===== src/rtl/instr_encoder.sv =====
// instr_encoder: packs decoded RV32 fields into instruction words and streams them,
// with immediate range checks, sequential addressing and output backpressure.
module instr_encoder #(
    parameter int ADDR_W    = 8,
    parameter int BASE_ADDR = 0
) (
    input  logic              clk_i,
    input  logic              rst_i,
    input  logic              start_i,
    input  logic              in_valid_i,
    output logic              in_ready_o,
    input  logic [2:0]        op_i,
    input  logic [4:0]        rd_i,
    input  logic [4:0]        rs1_i,
    input  logic [4:0]        rs2_i,
    input  logic [31:0]       imm_i,
    output logic              out_valid_o,
    input  logic              out_ready_i,
    output logic [ADDR_W-1:0] out_addr_o,
    output logic [31:0]       out_data_o,
    output logic [ADDR_W:0]   count_o,
    output logic              full_o,
    output logic              err_o,
    output logic [1:0]        err_code_o
);
    typedef enum logic [1:0] {IDLE, RUN, ERR, FULL} state_t;

    localparam logic [ADDR_W-1:0] BASE = ADDR_W'(BASE_ADDR);
    localparam logic [ADDR_W-1:0] LAST = '1;

    state_t            state;
    logic [ADDR_W-1:0] next_addr;
    logic              accept;
    logic              xfer;
    logic              illegal;
    logic              range_ok;
    logic [31:0]       enc;

    assign in_ready_o = (state == RUN) && !start_i && (!out_valid_o || out_ready_i);
    assign accept     = in_valid_i && in_ready_o;
    assign xfer       = out_valid_o && out_ready_i;
    assign illegal    = op_i > 3'd4;
    // 12-bit signed range means bits 31..11 are all sign copies
    assign range_ok   = (op_i == 3'd1) ? (imm_i[31:5] == 27'd0)
                                       : (&imm_i[31:11] || ~|imm_i[31:11]);

    always_comb begin
        enc = (op_i == 3'd0) ? {imm_i[11:0], rs1_i, 3'b000, rd_i, 7'b0010011} :
              (op_i == 3'd1) ? {7'b0100000, imm_i[4:0], rs1_i, 3'b101, rd_i, 7'b0010011} :
              (op_i == 3'd2) ? {imm_i[11:0], rs1_i, 3'b010, rd_i, 7'b0000011} :
              (op_i == 3'd3) ? {imm_i[11:5], rs2_i, rs1_i, 3'b010, imm_i[4:0], 7'b0100011} :
                               {imm_i[11], imm_i[9:4], rs2_i, rs1_i, 3'b000, imm_i[3:0], imm_i[10], 7'b1100011};
    end

    always_ff @(posedge clk_i or negedge rst_i) begin
        if (!rst_i) begin
            state       <= IDLE;
            next_addr   <= BASE;
            out_valid_o <= 1'b0;
            out_data_o  <= '0;
            out_addr_o  <= BASE;
            count_o     <= '0;
            full_o      <= 1'b0;
            err_o       <= 1'b0;
            err_code_o  <= 2'b00;
        end else begin
            if (xfer) begin
                out_valid_o <= 1'b0;
                if (!start_i) count_o <= count_o + 1'b1;
            end
            // restart never touches a pending word; it drains with its own address
            if (start_i) begin
                state      <= RUN;
                next_addr  <= BASE;
                count_o    <= '0;
                full_o     <= 1'b0;
                err_o      <= 1'b0;
                err_code_o <= 2'b00;
            end else if (accept) begin
                if (illegal || !range_ok) begin
                    state      <= ERR;
                    err_o      <= 1'b1;
                    err_code_o <= illegal ? 2'b01 : 2'b10;
                end else begin
                    out_valid_o <= 1'b1;
                    out_data_o  <= enc;
                    out_addr_o  <= next_addr;
                    if (next_addr == LAST) begin
                        state  <= FULL;
                        full_o <= 1'b1;
                    end else begin
                        next_addr <= next_addr + 1'b1;
                    end
                end
            end
        end
    end
endmodule


===== config.mk =====
export PLATFORM = sky130hd
export DESIGN_NAME = instr_encoder
export DESIGN_NICKNAME = d
export VERILOG_FILES = /design/src/rtl/instr_encoder.sv
export SDC_FILE = /design/constraint.sdc
export NUM_CORES = 1
export LEC_CHECK = 0
export ABC_AREA = 1
export CAP_MARGIN = 20
export CORE_MARGIN = 2
export CORE_UTILIZATION = 50
export CTS_BUF_LIST = sky130_fd_sc_hd__clkbuf_8
export DETAILED_ROUTE_END_ITERATION = 7
export DONT_BUFFER_PORTS = 1
export GPL_TIMING_DRIVEN = 0
export PLACE_DENSITY = 0.75
export REMOVE_ABC_BUFFERS = 1
export SYNTH_ARGS = -nofsm -noshare
export SYNTH_HDL_FRONTEND = slang
export SYNTH_SLANG_ARGS = --single-unit

===== constraint.sdc =====
create_clock -name clk_i -period 1.35 [get_ports clk_i]
set_clock_uncertainty 0.05 [all_clocks]
set_input_delay 0.2025 -clock clk_i [delete_from_list [all_inputs] [get_ports clk_i]]
set_output_delay 0.2025 -clock clk_i [all_outputs]
set_load 0.03 [all_outputs]

==> impl_metrics.py <==
metrics = {
    "status": {
        "status": "complete, but fails checks",
        "violations": "negative hold slack, negative setup slack",
    },
    "detailed_routing": {
        "dr.pass1.iters": 4,
        "vias": 3014,
        "route.detailed.drc": 0,
        "wl_mm": 8.588,
        "ant_nets": 0,
        "drtIter0Drc": 171,
        "vias_per_cell": 5.344,
        "detail_route.wl_per_cell_um": 15.23,
    },
    "worst_setup_path": {
        "worstSetupPathType": "register to register",
        "cpPeakStageDelay_ns": 0.49,
        "slowest_stage": "dfrtp_2",
        "worst-path-buf-inv": 3,
        "crit_top_cell": "nor2_4",
        "crit_arrival_ns": 1.88,
        "worstPathCellList": "inv_2 -> nor2_4 -> nor2_4 -> nand2_4 -> clkinv_8 -> nand3_4 -> buf_6 -> nand2_2 -> o21ai_1",
        "crit_family": "simple AND/OR/NAND/NOR gates",
        "cp-end-kind": "register",
        "cp_max_fo": 11,
        "r2r_slack_ns": -0.37,
        "worst-endpoint-required_ns": 1.51,
        "start_kind": "register",
    },
    "timing": {
        "setup-violations-final": 56,
        "fmax_mhz": 580.7,
        "period_share_pct": 127.6,
        "timing.hold.ws_ns": -0.4920,
        "rsz0062_at_grt": "yes",
        "finalWorstSetupSlack_ns": -0.3720,
        "drv_slew": 0,
        "min_period_ns": 1.722,
        "worstMarginPinSlew_ns": 0.9957,
        "maxSlewHeadroom_pct": 33.17,
        "fin_setup_tns_ns": -18.00,
        "finalHoldViolations": 60,
    },
    "logic_synthesis": {
        "synthArstFlopShare_pct": 100.0,
        "synth_compound_area_share_pct": 9.202,
        "synthXorXnorAreaFrac_pct": 0.8052,
        "synth_area_mm2": 0.003263,
        "ys_ff_latch": 60,
        "ys_seq_area_share_pct": 46.01,
        "syn-instance-count": 452,
        "synthAdderAreaFrac_pct": 0.7669,
        "synthMuxAreaShare_pct": 0.3451,
        "synth_ff_type": "dfrtp_1",
        "yosysWarnings": 0,
        "synth-simple-area-share_pct": 32.29,
        "synth_edf_count": 0,
        "synth_top_family_by_area": "simple AND/OR/NAND/NOR gates",
        "syn_avg_cell_area_um2": 7.219,
        "ys_types": 32,
    },
    "cts": {
        "cts-buffers-inserted": 9,
        "ctsLongestPathBuffers": 2,
        "clock_sinks": 60,
        "cts_root_buf": "clkbuf_8",
        "postCtsHoldBufs": 8,
        "clk_pin_slew_ns": 0.07,
        "clk_latency_ns": 0.33,
        "htree_levels": 3,
        "cts_tree": "yes",
    },
    "power_and_ir_drop": {
        "irDropWorstVdd_v": 0.0007832,
        "p_leak_nw": 1.974,
        "p_per_area_mw_per_mm2": 924.1,
    },
    "die": {
        "initial_utilization_pct": 51.68,
        "coreArea_mm2": 0.006314,
        "io_pins": 110,
        "rows": 29,
        "die_height_um": 84.79,
        "die_w_um": 84.79,
        "die-area_mm2": 0.007189,
    },
    "global_route": {
        "antenna_found_initial": 0,
        "grt_pass1_wl_mm": 13.53,
        "grt_max_degree": 61,
        "grt_pass1_vias": 2895,
        "track_usage_pct": 23.86,
        "global_route.overflow_total": 0,
    },
    "final_layout": {
        "diodes": 0,
        "fillers": 540,
        "seqCellArea_mm2": 0.001505,
        "multiInputGateArea_mm2": 0.001722,
        "nets": 539,
        "stdcell_count": 564,
        "syn_to_final_growth_pct": 22.47,
        "drive_gt1_share_pct": 19.51,
    },
    "placed_design": {
        "io_buffers": 0,
        "place_inst": 514,
        "post-dp-hpwl_mm": 5.019,
        "post-place-ws_ns": -1.224,
        "gp_congestion": 0.8362,
    },
    "job": {
        "cap_viol_max_count": 0,
    },
    "min_path": {
        "hp-class": "input pin to asynchronous set/reset pin",
    },
}
## layout by cell type, fill, tap and decap left out, drive strengths merged, types with 7 or more instances in the layout
master / netlist / routed
nand3: 29 / 36
buf: 14 / 17
inv: 57 / 58
nand2: 169 / 169
clkbuf: 2 / 9
nor2: 48 / 48
dfrtp: 60 / 60
a21oi: 7 / 7
o21ai: 42 / 42
dlygate4sd3: 0 / 8
## stage by stage
step / hold slack, ns / total power (W) / area (um^2) / utilization (%)
floorplan: -0.1431 / 0.002031 / 3149 / -
global placement: -0.1418 / 0.002060 / 3246 / 51.41
detailed placement: -0.1414 / 0.002066 / 3246 / 51.41
CTS: -0.5015 / 0.003684 / 3855 / 61.06
finish: -0.4920 / 0.003693 / 3996 / 63.30
global route: -0.5089 / 0.003815 / 3996 / 63.30
## layer usage
layer  global-route usage [%]  wire length [um]  up-vias
met3                    5.900               591       13
li1                         -                 -     1492
met1                    28.94              3601     1400
met5                        0                 0        -
met2                    41.02              4257      109
met4                    8.947               136        0
## worst paths after layout
| path | startpoint | end | depth (start not counted) |
|---|---|---|---|
| worst max-delay path | out_valid_o | out_data_o[14] | 9 |
| worst min-delay path | rst_i | out_data_o[24] | 0 |
| worst max register to register | out_valid_o | out_data_o[14] | 9 |
| worst min register to register | state[1] | state[1] | 2 |
| max in group asynchronous | rst_i | out_data_o[31] | 0 |
| min in group clk_i | start_i | state[1] | 3 |
## area by class of cell
type	count	area share, %
Inverter	59	6.230
Sequential cell	60	37.66
Clock buffer	9	3.100
Tap cell	77	2.411
Clock inverter	7	1.722
Timing Repair inverter	1	0.2192
Timing Repair Buffer	25	5.573
Multi-Input combinational cell	326	43.08
## registers in the layout (all words and copies together) (netlist names)
| register | cells |
|---|---|
| state | 2 |
| next_addr | 8 |
| out_data_o | 28 |
| err_code_o | 2 |
| out_valid_o | 1 |
| err_o | 1 |
| count_o | 9 |
| out_addr_o | 8 |
| full_o | 1 |
## Yosys cell counts, types with 4 or more instances
master / instances / area share, %
a21oi_1: 6 / 0.92
buf_2: 4 / 0.61
buf_4: 6 / 1.4
buf_6: 4 / 1.4
dfrtp_1: 60 / 46
inv_1: 54 / 6.2
nand2_1: 167 / 19
nand3_1: 27 / 4.1
nor2_1: 46 / 5.3
o21ai_0: 39 / 6.0
o221ai_1: 5 / 1.3
## power by group
part | switching, W | total [W] | internal (W)
Sequential | 0.0000205 | 0.00183 | 0.00181
Clock | 0.000726 | 0.00157 | 0.000841
Combinational | 0.000183 | 0.000295 | 0.000112
Total | 0.000930 | 0.00369 | 0.00276
## kinds of logic after synthesis
| family | after synthesis |
|---|---|
| other cells | 1 |
| flops | 60 |
| mux | 1 |
| buf+inv | 75 |
| fa+ha+maj | 2 |
| compound gates | 55 |
| xor+xnor | 3 |
| simple gates | 255 |
## what timing repair did
action,CTS,global route
setup endpoints to repair,58,58
pin swaps,10,6
resized for setup,57,25
hold endpoints to repair,76,60
buffers inserted,12,5
cloned,7,2
(Power assumes the default switching activity.)
